**config.mk**
```make
export PLATFORM = sky130hd
export DESIGN_NAME = mem_arbiter
export DESIGN_NICKNAME = d
export VERILOG_FILES = /design/src/rtl/mem_arbiter_pkg.sv /design/src/rtl/mem_arbiter_load_extend.sv /design/src/rtl/mem_arbiter.sv
export SDC_FILE = /design/constraint.sdc
export NUM_CORES = 1
export LEC_CHECK = 0
export CAP_MARGIN = 0
export CORE_MARGIN = 4
export CORE_UTILIZATION = 35
export CTS_CLUSTER_SIZE = 10
export DETAILED_ROUTE_END_ITERATION = 10
export GPL_TIMING_DRIVEN = 1
export HOLD_SLACK_MARGIN = 0.15
export PLACE_DENSITY = 0.66
export SKIP_CTS_REPAIR_TIMING = 1
export SYNTH_ARGS = -nofsm -noshare
export SYNTH_HDL_FRONTEND = slang
export SYNTH_SLANG_ARGS = --single-unit
```
**constraint.sdc**
```tcl
create_clock -name clk -period 4.5 [get_ports clk]
set_input_delay 0.45 -clock clk [delete_from_list [all_inputs] [get_ports clk]]
set_output_delay 0.45 -clock clk [all_outputs]
set_load 0.01 [all_outputs]
```
**src/rtl/mem_arbiter_pkg.sv**
```systemverilog
// Shared definitions for mem_arbiter: bus widths, I/O window, access size codes,
// controller states and requester identities (listed in grant priority order).
package mem_arbiter_pkg;

    localparam int          ADDR_WIDTH = 32;
    localparam int          DATA_WIDTH = 32;
    localparam logic [31:0] IO_ADDR    = 32'h30000;

    localparam logic [2:0] SIZE_BYTE = 3'd1;
    localparam logic [2:0] SIZE_HALF = 3'd2;
    localparam logic [2:0] SIZE_WORD = 3'd4;

    typedef enum logic [1:0] {
        ST_IDLE,
        ST_READ,
        ST_WRITE
    } state_t;

    // Highest grant priority first: committed stores, then loads, then fetch.
    typedef enum logic [1:0] {
        OWN_NONE,
        OWN_STORE,
        OWN_LOAD,
        OWN_FETCH
    } owner_t;

    // The UART and other devices live where address bits [17:16] are both set.
    function automatic logic isIoAddr(input logic [ADDR_WIDTH-1:0] addr);
        return addr[17:16] == IO_ADDR[17:16];
    endfunction

endpackage

```
**src/rtl/mem_arbiter_load_extend.sv**
```systemverilog
// Builds a 32-bit load result from the assembled little-endian byte buffer,
// sign- or zero-extending from the top byte actually read.
module mem_arbiter_load_extend
    import mem_arbiter_pkg::*;
(
    input  logic [DATA_WIDTH-1:0] byteBuf_i,
    input  logic [2:0]            size_i,
    input  logic                  isSigned_i,
    output logic [DATA_WIDTH-1:0] result_o
);

    always_comb begin
        result_o = byteBuf_i;
        case (size_i)
            SIZE_BYTE: result_o = {{24{isSigned_i & byteBuf_i[7]}}, byteBuf_i[7:0]};
            SIZE_HALF: result_o = {{16{isSigned_i & byteBuf_i[15]}}, byteBuf_i[15:0]};
            SIZE_WORD: result_o = byteBuf_i;
            default:   result_o = byteBuf_i;
        endcase
    end

endmodule

```
**src/rtl/mem_arbiter.sv**
```systemverilog
// Byte-serial single-port memory controller shared by fetch, loads and committed stores.
// Define IO_BUF_STALL_EN to hold I/O write bytes while the UART buffer is full.
module mem_arbiter
    import mem_arbiter_pkg::*;
(
    input  logic                  clk,
    input  logic                  rst_n,
    input  logic                  rdy,
    input  logic                  clear,
    input  logic [7:0]            mem_din,
    output logic [7:0]            mem_dout,
    output logic [ADDR_WIDTH-1:0] mem_a,
    output logic                  mem_wr,
    input  logic                  io_buffer_full,
    input  logic                  if_req,
    input  logic [ADDR_WIDTH-1:0] if_addr,
    output logic                  if_done,
    output logic [DATA_WIDTH-1:0] if_data,
    input  logic                  lsb_req,
    input  logic [ADDR_WIDTH-1:0] lsb_addr,
    input  logic [5:0]            lsb_size,
    input  logic                  lsb_signed,
    output logic                  lsb_done,
    output logic [DATA_WIDTH-1:0] lsb_data,
    input  logic                  st_req,
    input  logic [ADDR_WIDTH-1:0] st_addr,
    input  logic [DATA_WIDTH-1:0] st_data,
    input  logic [5:0]            st_size,
    output logic                  st_done
);

    state_t                state_q, state_d;
    owner_t                owner_q, owner_d;
    logic [2:0]            cnt_q, cnt_d;
    logic [ADDR_WIDTH-1:0] base_q, base_d;
    logic [2:0]            size_q, size_d;
    logic                  signed_q, signed_d;
    logic [DATA_WIDTH-1:0] wdata_q, wdata_d;
    logic [DATA_WIDTH-1:0] buf_q, buf_d;

    logic                  ifPend_q, ifPend_d;
    logic [ADDR_WIDTH-1:0] ifAddr_q, ifAddr_d;
    logic                  ldPend_q, ldPend_d;
    logic [ADDR_WIDTH-1:0] ldAddr_q, ldAddr_d;
    logic [2:0]            ldSize_q, ldSize_d;
    logic                  ldSigned_q, ldSigned_d;
    logic                  stPend_q, stPend_d;
    logic [ADDR_WIDTH-1:0] stAddr_q, stAddr_d;
    logic [DATA_WIDTH-1:0] stData_q, stData_d;
    logic [2:0]            stSize_q, stSize_d;

    logic                  ifDone_q, ifDone_d;
    logic [DATA_WIDTH-1:0] ifData_q, ifData_d;
    logic                  ldDone_q, ldDone_d;
    logic [DATA_WIDTH-1:0] ldData_q, ldData_d;
    logic                  stDone_q, stDone_d;

    logic                  ifAccept, ldAccept, stAccept;
    logic                  ifValid, ldValid, stValid;
    logic [ADDR_WIDTH-1:0] ifAddrEff, ldAddrEff, stAddrEff;
    logic [2:0]            ldSizeEff, stSizeEff;
    logic                  ldSignedEff;
    logic [DATA_WIDTH-1:0] stDataEff;
    logic [ADDR_WIDTH-1:0] busAddr;
    logic [1:0]            capIdx;
    logic [DATA_WIDTH-1:0] bufMerged;
    logic [DATA_WIDTH-1:0] extResult;
    logic                  ioStall;
    logic [2:0]            unusedSizeHi;

    assign unusedSizeHi = st_size[5:3] | lsb_size[5:3];

    // Fetch/load pulses are dropped by a flush; a store pulse in a flush cycle still lands.
    assign ifAccept = rdy && if_req && !ifPend_q && !clear;
    assign ldAccept = rdy && lsb_req && !ldPend_q && !clear;
    assign stAccept = rdy && st_req && !stPend_q;

    assign ifValid = (ifPend_q && !clear) || ifAccept;
    assign ldValid = (ldPend_q && !clear) || ldAccept;
    assign stValid = stPend_q || stAccept;

    assign ifAddrEff   = ifAccept ? if_addr        : ifAddr_q;
    assign ldAddrEff   = ldAccept ? lsb_addr       : ldAddr_q;
    assign ldSizeEff   = ldAccept ? lsb_size[2:0]  : ldSize_q;
    assign ldSignedEff = ldAccept ? lsb_signed     : ldSigned_q;
    assign stAddrEff   = stAccept ? st_addr        : stAddr_q;
    assign stDataEff   = stAccept ? st_data        : stData_q;
    assign stSizeEff   = stAccept ? st_size[2:0]   : stSize_q;

    assign busAddr = base_q + {{(ADDR_WIDTH-3){1'b0}}, cnt_q};
    // Read data lags the address by one cycle, so counter value c carries byte c-1.
    assign capIdx  = cnt_q[1:0] - 2'd1;

`ifdef IO_BUF_STALL_EN
    assign ioStall = (state_q == ST_WRITE) && isIoAddr(busAddr) && io_buffer_full;
`else
    logic unusedIoFull;
    assign unusedIoFull = io_buffer_full;
    assign ioStall      = 1'b0;
`endif

    always_comb begin
        bufMerged = buf_q;
        bufMerged[{capIdx, 3'b000} +: 8] = mem_din;
    end

    mem_arbiter_load_extend u_load_extend (
        .byteBuf_i  (bufMerged),
        .size_i     (size_q),
        .isSigned_i (signed_q),
        .result_o   (extResult)
    );

    always_comb begin
        mem_a    = '0;
        mem_wr   = 1'b0;
        mem_dout = '0;
        case (state_q)
            ST_READ: mem_a = busAddr;
            ST_WRITE: begin
                mem_a    = busAddr;
                mem_dout = wdata_q[{cnt_q[1:0], 3'b000} +: 8];
                mem_wr   = !ioStall;
            end
            default: ;
        endcase
    end

    always_comb begin
        state_d    = state_q;
        owner_d    = owner_q;
        cnt_d      = cnt_q;
        base_d     = base_q;
        size_d     = size_q;
        signed_d   = signed_q;
        wdata_d    = wdata_q;
        buf_d      = buf_q;
        ifPend_d   = ifPend_q && !clear;
        ifAddr_d   = ifAddr_q;
        ldPend_d   = ldPend_q && !clear;
        ldAddr_d   = ldAddr_q;
        ldSize_d   = ldSize_q;
        ldSigned_d = ldSigned_q;
        stPend_d   = stPend_q;
        stAddr_d   = stAddr_q;
        stData_d   = stData_q;
        stSize_d   = stSize_q;
        ifDone_d   = 1'b0;
        ifData_d   = ifData_q;
        ldDone_d   = 1'b0;
        ldData_d   = ldData_q;
        stDone_d   = 1'b0;

        if (ifAccept) begin
            ifPend_d = 1'b1;
            ifAddr_d = if_addr;
        end
        if (ldAccept) begin
            ldPend_d   = 1'b1;
            ldAddr_d   = lsb_addr;
            ldSize_d   = lsb_size[2:0];
            ldSigned_d = lsb_signed;
        end
        if (stAccept) begin
            stPend_d = 1'b1;
            stAddr_d = st_addr;
            stData_d = st_data;
            stSize_d = st_size[2:0];
        end

        case (state_q)
            ST_IDLE: begin
                cnt_d = '0;
                buf_d = '0;
                if (stValid) begin
                    state_d  = ST_WRITE;
                    owner_d  = OWN_STORE;
                    base_d   = stAddrEff;
                    size_d   = stSizeEff;
                    wdata_d  = stDataEff;
                    stPend_d = 1'b0;
                end else if (ldValid) begin
                    state_d  = ST_READ;
                    owner_d  = OWN_LOAD;
                    base_d   = ldAddrEff;
                    size_d   = ldSizeEff;
                    signed_d = ldSignedEff;
                    ldPend_d = 1'b0;
                end else if (ifValid) begin
                    state_d  = ST_READ;
                    owner_d  = OWN_FETCH;
                    base_d   = ifAddrEff;
                    size_d   = SIZE_WORD;
                    signed_d = 1'b0;
                    ifPend_d = 1'b0;
                end
            end
            ST_READ: begin
                if (clear) begin
                    state_d = ST_IDLE;
                    owner_d = OWN_NONE;
                    cnt_d   = '0;
                end else begin
                    if (cnt_q != 3'd0) begin
                        buf_d = bufMerged;
                    end
                    if (cnt_q == size_q) begin
                        state_d = ST_IDLE;
                        owner_d = OWN_NONE;
                        cnt_d   = '0;
                        if (owner_q == OWN_FETCH) begin
                            ifDone_d = 1'b1;
                            ifData_d = extResult;
                        end else begin
                            ldDone_d = 1'b1;
                            ldData_d = extResult;
                        end
                    end else begin
                        cnt_d = cnt_q + 3'd1;
                    end
                end
            end
            ST_WRITE: begin
                if (!ioStall) begin
                    if (cnt_q == size_q - 3'd1) begin
                        state_d  = ST_IDLE;
                        owner_d  = OWN_NONE;
                        cnt_d    = '0;
                        stDone_d = 1'b1;
                    end else begin
                        cnt_d = cnt_q + 3'd1;
                    end
                end
            end
            default: state_d = ST_IDLE;
        endcase
    end

    // rdy low freezes every register, including the done pulses.
    always_ff @(posedge clk or negedge rst_n) begin
        if (!rst_n) begin
            state_q    <= ST_IDLE;
            owner_q    <= OWN_NONE;
            cnt_q      <= '0;
            base_q     <= '0;
            size_q     <= '0;
            signed_q   <= 1'b0;
            wdata_q    <= '0;
            buf_q      <= '0;
            ifPend_q   <= 1'b0;
            ifAddr_q   <= '0;
            ldPend_q   <= 1'b0;
            ldAddr_q   <= '0;
            ldSize_q   <= '0;
            ldSigned_q <= 1'b0;
            stPend_q   <= 1'b0;
            stAddr_q   <= '0;
            stData_q   <= '0;
            stSize_q   <= '0;
            ifDone_q   <= 1'b0;
            ifData_q   <= '0;
            ldDone_q   <= 1'b0;
            ldData_q   <= '0;
            stDone_q   <= 1'b0;
        end else if (rdy) begin
            state_q    <= state_d;
            owner_q    <= owner_d;
            cnt_q      <= cnt_d;
            base_q     <= base_d;
            size_q     <= size_d;
            signed_q   <= signed_d;
            wdata_q    <= wdata_d;
            buf_q      <= buf_d;
            ifPend_q   <= ifPend_d;
            ifAddr_q   <= ifAddr_d;
            ldPend_q   <= ldPend_d;
            ldAddr_q   <= ldAddr_d;
            ldSize_q   <= ldSize_d;
            ldSigned_q <= ldSigned_d;
            stPend_q   <= stPend_d;
            stAddr_q   <= stAddr_d;
            stData_q   <= stData_d;
            stSize_q   <= stSize_d;
            ifDone_q   <= ifDone_d;
            ifData_q   <= ifData_d;
            ldDone_q   <= ldDone_d;
            ldData_q   <= ldData_d;
            stDone_q   <= stDone_d;
        end
    end

    assign if_done  = ifDone_q;
    assign if_data  = ifData_q;
    assign lsb_done = ldDone_q;
    assign lsb_data = ldData_q;
    assign st_done  = stDone_q;

endmodule
```
## After elaboration in Yosys (flattened, before gate mapping)

Index checks and enable logic that the tools add are counted.

| operators by class | value |
|---|---|
| shift operators | 3 |
| mux-type cells | 60 |
| reduce and logical (&&, ||, !) cells | 33 |
| $add $sub $neg | 5 |
| bitwise gates (word level) | 5 |
| equal/unequal tests | 12 |

Operators by type and width:

| kind | number |
|---|---|
| two-way mux 32 bit | 10 |
| case mux 32 bit (2 select lines) | 2 |
| adder 32 x 3 -> 32 bit | 1 |
| bitwise mux 32 bit | 1 |
| variable shift 8 x 7 -> 32 bit, first input constant | 1 |
| variable part select 32 x 6 -> 8 bit | 1 |
| variable part select 8 x 7 -> 32 bit | 1 |
| two-way mux 1 bit | 26 |
| two-way mux 3 bit | 8 |
| two-way mux 2 bit | 9 |
| AND reduction 5 bit | 3 |
| case mux 2 bit (3 select lines) | 2 |
| AND reduction 4 bit | 3 |
| logical AND 1 bit | 10 |
| case mux 3 bit (3 select lines) | 1 |
| nonzero test 3 bit | 3 |
| two-way mux 8 bit | 1 |
| negation 5 -> 7 bit | 1 |
| equality test 3 bit | 2 |
| inequality test 2 bit, second input constant | 3 |
| AND reduction 3 bit | 2 |
| equality test 2 bit, second input constant | 2 |
| logical NOT 1 bit | 4 |
| inequality test 4 bit, second input constant | 1 |
| other kinds (14) | 20 |

| word-level totals | value |
|---|---|
| logic and storage cells | 141 |
| output and inout bits | 108 |
| input bits | 157 |
| register bits | 312 |

## Depth between registers and ports, before layout

Gate-level depths: netlist of run 1.

| logic depth | value |
|---|---|
| depth after elaboration | 8 |
| depth in mapped cells | 10 |

## By module

From an unflattened synthesis of run 1, not the netlist that was laid out.

| second synthesis, totals | value |
|---|---|
| cell total of the unflattened synthesis | 1245 |
| area, all modules | 15200.8 um^2 |

By module, submodules not included:

| module | area each (um^2) | sequential area each (um^2) | instances | cells each |
|---|---|---|---|---|
| mem_arbiter | 14851.7 | 7807.5 | 1 | 1201 |
| mem_arbiter_load_extend | 349.1 | 0.0 | 1 | 44 |

## Worst setup path before layout of run 1

No wires, ideal clock.

| timing | value |
|---|---|
| kind | register -> register |
| start | register cnt_q[0] |
| end | register ifData_q[21], in the netlist if_data[21] |
| slack | 1.870 ns |
| data required time | 4.375 ns |
| setup time | 0.125 ns |
| arrival time | 2.505 ns |
| stages on the path, launching flop included | 11 |
| buffers on the path | 3 |
| path through | dfrtp_1 -> buf_2 -> inv_1 -> ha_1 -> nor2b_1 -> buf_2 -> a31oi_2 -> a2bb2oi_2 -> buf_2 -> o21ai_0 -> mux2_2 |

| on the way | value |
|---|---|
| word-level cells in the longest chain between the ends | 6 |

RTL lines:

| what | line | source |
|---|---|---|
| start, declared | mem_arbiter.sv:34 | `logic [2:0] cnt_q, cnt_d;` |
| start signal, assigned | mem_arbiter.sv:268 | `cnt_q <= cnt_d;` |
| subtractor 2 x 1 -> 2 bit | mem_arbiter.sv:92 | `assign capIdx = cnt_q[1:0] - 2'd1;` |
| negation 5 -> 7 bit | mem_arbiter.sv:104 | `bufMerged[{capIdx, 3'b000} +: 8] = mem_din;` |
| variable part select 8 x 7 -> 32 bit or variable shift 8 x 7 -> 32 bit (tied branches) | mem_arbiter.sv:104 |  |
| bitwise mux 32 bit | mem_arbiter.sv:104 |  |
| bitwise AND 1 bit, on equally long branches | mem_arbiter_load_extend.sv:16, mem_arbiter_load_extend.sv:15 |  |
| case mux 32 bit (2 select lines) | mem_arbiter_load_extend.sv:14 | `case (size_i)` |
| end signal, assigned | mem_arbiter.sv:285 | `ifData_q <= ifData_d;` |
| end, declared | mem_arbiter.sv:53 | `logic [DATA_WIDTH-1:0] ifData_q, ifData_d;` |

Parallel ways exist; a longest one is shown, timed or not.
A chain may end at the register's enable or synchronous reset.

## Worst setup path after layout of run 1

| timing | value |
|---|---|
| start | register cnt_q[1] |
| end | output port mem_a[9] |

| on the way | value |
|---|---|
| word-level cells in the longest chain between the ends | 2 |

RTL lines:

| what | line | source |
|---|---|---|
| adder 32 x 3 -> 32 bit | mem_arbiter.sv:90 | `assign busAddr = base_q + {{(ADDR_WIDTH-3){1'b0}}, cnt_q};` |
| two-way mux 32 bit | mem_arbiter.sv:118 | `case (state_q)` |
| end, declared | mem_arbiter.sv:12 | `output logic [ADDR_WIDTH-1:0] mem_a,` |

Every way passes these cells.

==> results of run 1 <==
[state kept, by name (all words and copies together) (netlist names), 2 cells and up]
register	flops
base_q	32
buf_q	32
cnt_q	3
ifAddr_q	32
if_data	32
ldAddr_q	32
ldSize_q	3
lsb_data	32
owner_q	2
size_q	3
stAddr_q	32
stData_q	32
stSize_q	3
state_q	2
wdata_q	32
[synth_stat cells, types with 10 or more instances]
| cell | n |
|---|---|
| nand4_1 | 12 |
| dfrtp_1 | 312 |
| xnor2_1 | 13 |
| nor2_1 | 37 |
| nand2_1 | 182 |
| clkbuf_1 | 29 |
| and3_1 | 21 |
| xor2_1 | 18 |
| o21ai_0 | 70 |
| a22o_1 | 16 |
| mux2_2 | 232 |
| nand3_1 | 26 |
| buf_2 | 18 |
| a21oi_1 | 10 |
| a22oi_1 | 23 |
| and2_1 | 12 |
| nor2b_1 | 39 |
| ha_1 | 15 |
| nand2b_1 | 36 |
| inv_1 | 35 |
[worst max-delay path, cell delays in order (launching register included)]
cell and delay, ps:
dfrtp_1 370, buf_4 220, ha_1 310, a21oi_1 110, o21ai_1 640, nand3_1 190
xor2_1 180, nor2_1 140, clkdlybuf4s50_1 570
[cells in the final DEF, fill, tap and decap left out, drive strengths merged, types with 13 or more instances in the layout]
cell type / count
clkbuf: 48
xnor2: 13
buf: 19
mux2: 233
nand3: 26
nor2: 37
nand2: 183
ha: 15
clkdlybuf4s50: 256
a22o: 16
nand2b: 36
inv: 35
and3: 21
dfrtp: 312
xor2: 18
nor2b: 39
a22oi: 24
o21ai: 74
[final cells by class]
type | count | area [um2] | area share (%)
flip-flops and latches | 312 | 7810 | 41.8
multi-input cells | 838 | 6280 | 33.6
repair buffers | 276 | 2750 | 14.7
clock buffers | 48 | 998 | 5.34
well taps | 532 | 666 | 3.56
inverters | 35 | 131 | 0.703
clock inverters | 3 | 51.3 | 0.274
diodes | 5 | 12.5 | 0.0669
[through the flow]
stage               area (um2)  utilization (%)  setup WS [ps]
floorplan                14500                -           1870
global placement         17600             43.1           1170
detailed placement       17600             43.1           1160
CTS                      18700             45.6            703
global route             18700             45.7            552
finish                   18700             45.7            767
[routing by layer]
layer  GRT usage (%)  routed length, um  share of wire [%]  vias up
li1                -                  -                  -     4818
met1            22.4              16800                 43     5117
met2            28.9              19000                 48      237
met3            4.06               2090                5.3       85
met4            6.64               1390                3.5        2
met5               0                  7              0.018        -
[kinds of logic (layout without fill, tap and decap cells)]
family,Yosys count,after routing,share of synthesized area [%]
xor+xnor,32,32,2.03
compound gates,149,149,6.57
fa+ha+maj,16,16,1.43
other cells,0,5,0
buf+inv,99,362,3.19
mux,243,243,19.5
flops,312,312,53.9
simple gates,398,398,13.4
[report_power, final]
| part | internal (mW) | leakage [nW] | switching (mW) |
|---|---|---|---|
| Clock | 1.60 | 0.511 | 1.12 |
| Sequential | 3.66 | 3.97 | 0.449 |
| Combinational | 1.77 | 3.76 | 1.82 |
[worst max-delay path by stage]
stage	from	end	slack [ps]	depth (start not counted)
2_1_floorplan	cnt_q[0]	if_data[21]	1870	10
3_5_place_dp	rdy	base_q[10]	1160	8
4_1_cts	cnt_q[1]	mem_a[7]	700	8
6_report	cnt_q[1]	mem_a[9]	770	8
5_1_grt	cnt_q[1]	mem_a[7]	550	8
3_3_place_gp	rdy	base_q[10]	1170	8
==> flow_metrics.py, run 1 <==
metrics = {
    "sta": {
        "rsz0062_at_grt": "false",
        "finalCritPeriodShare_pct": 83.0,
        "drv_slew": 0,
        "min_period_ps": 3730,
        "holdWs_ps": 466,
        "slew_headroom_pct": 33.0,
        "hold_viol": 0,
        "tns_ps": 0,
        "fmax_ghz": 0.268,
        "fin_skew_ps": 29.6,
        "setup_viol": 0,
        "worstMarginPinSlew_ps": 1000,
    },
    "critical_path": {
        "cp.required_ps": 4050,
        "cp_data_arrival_time_ps": 3280,
        "reg2reg_depth": 8,
        "cp_max_fo": 14,
        "path_class": "reg -> out",
        "cp-end-kind": "primary output",
        "r2r_end": "lsb_data[26]",
        "regToRegStartpoint": "cnt_q[0]",
        "regToRegSetupSlack_ps": 1390,
        "critPathLaunchType": "flip-flop",
    },
    "global_route": {
        "grt_use_total_pct": 17.5,
        "grt_overflow": 0,
        "grt_max_degree": 124,
        "grt_antenna_before_repair": 5,
        "grt_pass1_wl_mm": 61.9,
        "grt_pass1_vias": 10900,
    },
    "worst_hold_path": {
        "hold_start": "stData_q[1]",
        "whs_path_depth": 2,
        "min_path_type": "reg -> reg",
        "holdPathEnd": "stData_q[1]",
    },
    "floorplanning": {
        "die_y_um": 212,
        "core-area_mm2": 0.0409,
        "ioPinCount": 265,
        "die_area_mm2": 0.0447,
        "initial_core_util_pct": 35.4,
        "rows": 74,
        "die_w_um": 212,
    },
    "finish": {
        "fin_nets": 1674,
        "fillers": 3799,
        "instances_no_fill": 2049,
        "area_delta_synth_final_pct": 28.9,
        "layout-drive-gt1-share_pct": 20.9,
    },
    "routing": {
        "dr_total_vias": 10300,
        "drt_iter0_drc": 514,
        "via_per_inst": 5.01,
        "ant_nets": 0,
        "wirelength_mm": 39.3,
        "dr.pass1.iters": 5,
        "drc": 0,
        "wire_per_inst_um": 19.2,
    },
    "placement": {
        "port_buffers": 257,
        "dp.cells": 1992,
        "dp_hpwl_mm": 27.5,
        "place_congestion": 0.801,
    },
    "clock_tree": {
        "cts_root_buffer": "clkbuf_16",
        "clk_path_buf_depth": 3,
        "clock-sinks": 312,
        "cts_buffers": 38,
        "cts_tree": "done",
        "path_clk_slew_ps": 60,
        "worstSkewPairLatency_ps": 540,
        "cts_max_level": 2,
    },
    "yosys": {
        "netlist_instances": 1249,
        "synth_area_leaders": "dfrtp_1 54%, mux2_2 18%, nand2_1 4.7%, o21ai_0 2.4%, nor2b_1 1.7%",
        "yosysWarnings": 0,
        "netlist.area_leader.share_pct": 53.9,
        "syn_area_per_cell_um2": 11.6,
        "synth_seq_cells": 312,
        "synthDistinctLibCells": 58,
        "synth_ff_type": "dfrtp_1",
        "async_flop_share_pct": 100,
        "synth_edf_count": 0,
        "synth_nets": 1422,
        "synth.largest_area_cell": "dfrtp_1",
        "ys_seq_area_share_pct": 53.9,
        "synth.cell_area_mm2": 0.0145,
    },
    "power_and_ir_drop": {
        "p_leak_nw": 8.24,
        "max-vdd-ir-drop_uv": 282,
        "total_power_mw": 10.4,
        "power.density_mw_per_mm2": 558,
    },
    "run_status": {
        "outcome": "finished, final reports clean",
    },
    "job": {
        "maxCapViolCount": 0,
    },
}
Power figures use the tool's default switching activity.
==> run 2: changes to the inputs <==
--- a/config.mk
+++ b/config.mk
@@ -12,7 +12,7 @@
 export DETAILED_ROUTE_END_ITERATION = 10
 export GPL_TIMING_DRIVEN = 1
 export HOLD_SLACK_MARGIN = 0.15
-export PLACE_DENSITY = 0.66
+export PLACE_DENSITY = 0.68
 export SKIP_CTS_REPAIR_TIMING = 1
 export SYNTH_ARGS = -nofsm -noshare
 export SYNTH_HDL_FRONTEND = slang
==> constraint.sdc (replaced) <==
create_clock -name clk -period 3.3 [get_ports clk]
set_input_delay 0.33 -clock clk [delete_from_list [all_inputs] [get_ports clk]]
set_output_delay 0.33 -clock clk [all_outputs]
set_load 0.01 [all_outputs]
==> run 2 against run 1 <==
Net effect:
- critical path depth increased by 1
- sequential cell count unchanged
- worst hold slack got worse by 110 ps
- die area unchanged
- core utilization increased by 1.3 points
- final cell count increased by 1.4%
- sequential share of layout area decreased by 1.1 points
- clock skew decreased by 13 ps
- global-route usage decreased by 0.073 points
- wire length increased by 0.49%
==> flow_metrics.py, run 2 (synthesized netlist as in run 1, its figures left out) <==
metrics = {
    "power_and_ir_drop": {
        "pwr-share-seq_pct": 38.0,
        "power.density_mw_per_mm2": 767,
        "p_leak_nw": 8.74,
        "p_switching_mw": 4.72,
        "switching_share_pct": 32.1,
        "clock_power_share_pct": 27.6,
        "power.internal_mw": 10.0,
        "p_comb_share_pct": 34.5,
        "max-vdd-ir-drop_uv": 406,
    },
    "routing": {
        "via_per_inst": 5.04,
        "wirelength_mm": 39.5,
        "drt_iter0_drc": 591,
        "wire_per_inst_um": 19.0,
        "dr_total_vias": 10500,
        "ant_nets": 0,
        "drc": 0,
        "dr.pass1.iters": 5,
    },
    "sta": {
        "worstMarginPinSlew_ps": 907,
        "tns_ps": 0,
        "finalCritPeriodShare_pct": 96.0,
        "drv_slew": 0,
        "slew_headroom_pct": 39.4,
        "setup_viol": 0,
        "fin_skew_ps": 17.1,
        "fmax_ghz": 0.316,
        "rsz0062_at_grt": "true",
        "min_period_ps": 3170,
        "hold_viol": 0,
    },
    "global_route": {
        "grt_pass1_vias": 11000,
        "grt_overflow": 0,
        "grt_antenna_before_repair": 7,
        "grt_use_total_pct": 17.4,
        "grt_max_degree": 96,
        "grt_pass1_wl_mm": 61.9,
    },
    "critical_path": {
        "cp-end-kind": "primary output",
        "path_cells": "ha_1, inv_1, fa_2, nor2b_4, o21a_4, nand3_1, xor2_1, nor2_1, clkdlybuf4s50_1",
        "path_class": "reg -> out",
        "cp.required_ps": 2970,
        "cp_data_arrival_time_ps": 2840,
        "cp_slowest_cell": "clkdlybuf4s50_1",
        "cp_max_fo": 7,
        "critPathLaunchType": "flip-flop",
        "cpPeakStageDelay_ps": 560,
    },
    "finish": {
        "layout-drive-gt1-share_pct": 23.7,
        "area_delta_synth_final_pct": 32.5,
        "layout_commonest_cell": "dfrtp_1",
        "fin_nets": 1700,
        "final_cell_area_mm2": 0.0192,
        "instances_no_fill": 2077,
        "final_cell_mix": "312 x dfrtp_1, 238 x clkdlybuf4s50_1, 232 x mux2_2",
        "final_core_util_pct": 46.9,
        "fillers": 3732,
    },
    "worst_hold_path": {
        "min_path_type": "in -> reg",
    },
    "placement": {
        "dp_hpwl_mm": 27.8,
        "port_buffers": 257,
        "dp.cells": 2009,
        "place_area_mm2": 0.0178,
        "place_congestion": 0.826,
    },
    "clock_tree": {
        "clock-sinks": 312,
        "worstSkewPairLatency_ps": 540,
        "cts_root_buffer": "clkbuf_16",
        "path_clk_slew_ps": 50,
        "cts_tree": "done",
        "cts_max_level": 2,
        "cts_buffers": 39,
        "clk_path_buf_depth": 3,
    },
    "floorplanning": {
        "die_w_um": 212,
        "die_y_um": 212,
        "die_area_mm2": 0.0447,
        "core-area_mm2": 0.0409,
        "rows": 74,
        "ioPinCount": 265,
        "initial_core_util_pct": 35.4,
    },
    "run_status": {
        "outcome": "finished, final reports clean",
    },
    "job": {
        "maxCapViolCount": 0,
    },
}
==> run 2: path summary, 6_finish.rpt <==
| kind | from | endpoint | slack [ps] | depth (start not counted) |
|---|---|---|---|---|
| worst max-delay path | cnt_q[0] | mem_a[12] | 130 | 9 |
| min in group asynchronous | rst_n | if_data[24] | 430 | 2 |
| worst max register to register | cnt_q[0] | if_data[23] | 250 | 8 |
| worst min-delay path | st_data[10] | stData_q[10] | 350 | 3 |
| max in group asynchronous | rst_n | stData_q[21] | 1900 | 3 |
| worst min register to register | stData_q[22] | stData_q[22] | 460 | 2 |
==> run 2: through the flow <==
stage,total power [mW],worst slack [ps],hold WS (ps)
6_report,14.7,132,351
5_1_grt,15.7,4.13,344
4_1_cts,14.9,-314,-158
3_5_place_dp,10.7,266,441
3_3_place_gp,10.5,326,433
2_1_floorplan,8.68,670,34.4
==> run 2: critical path: cells and delay by family, from the launching register on <==
kind	cells	cell delay (ps)
AOI/OAI and AO/OA	1	190
xor gates and xnor gates	1	150
adders and majority gates	2	570
buffers and inverters	2	630
DFF	1	350
and+or+nand+nor	3	410
==> run 2: power groups by stage <==
stage	logic (mW)	clock network (mW)	registers [mW]
2_1_floorplan	3.21	0	5.47
3_3_place_gp	4.94	0	5.60
3_5_place_dp	5.05	0	5.65
4_1_cts	5.08	4.19	5.60
5_1_grt	5.60	4.34	5.72
6_report	5.07	4.06	5.60
==> run 2: routing by layer <==
layer,up-vias,GRT usage (%),wire [um]
li1,4876,-,-
met1,5314,23.0,17200
met2,211,29.0,19600
met3,68,3.11,1720
met4,8,5.98,942
met5,-,0,62
==> run 2: cell type report <==
type / count / area (um2) / share of cell area [%]
Sequential cell: 312 / 7810 / 40.6
Multi-Input combinational cell: 838 / 6370 / 33.2
Timing Repair Buffer: 300 / 3020 / 15.7
Clock buffer: 48 / 1040 / 5.42
Tap cell: 532 / 666 / 3.46
Clock inverter: 7 / 150 / 0.782
Inverter: 35 / 135 / 0.703
Antenna cell: 4 / 10.0 / 0.0521
Timing Repair inverter: 1 / 5.00 / 0.0261
==> run 3: changes to the inputs <==
--- a/config.mk
+++ b/config.mk
@@ -10,7 +10,6 @@
 export CORE_UTILIZATION = 35
 export CTS_CLUSTER_SIZE = 10
 export DETAILED_ROUTE_END_ITERATION = 10
-export GPL_TIMING_DRIVEN = 1
 export HOLD_SLACK_MARGIN = 0.15
 export PLACE_DENSITY = 0.68
 export SKIP_CTS_REPAIR_TIMING = 1
==> results of run 3 <==
Final layout, timing and power as in run 2 (identical DEF).
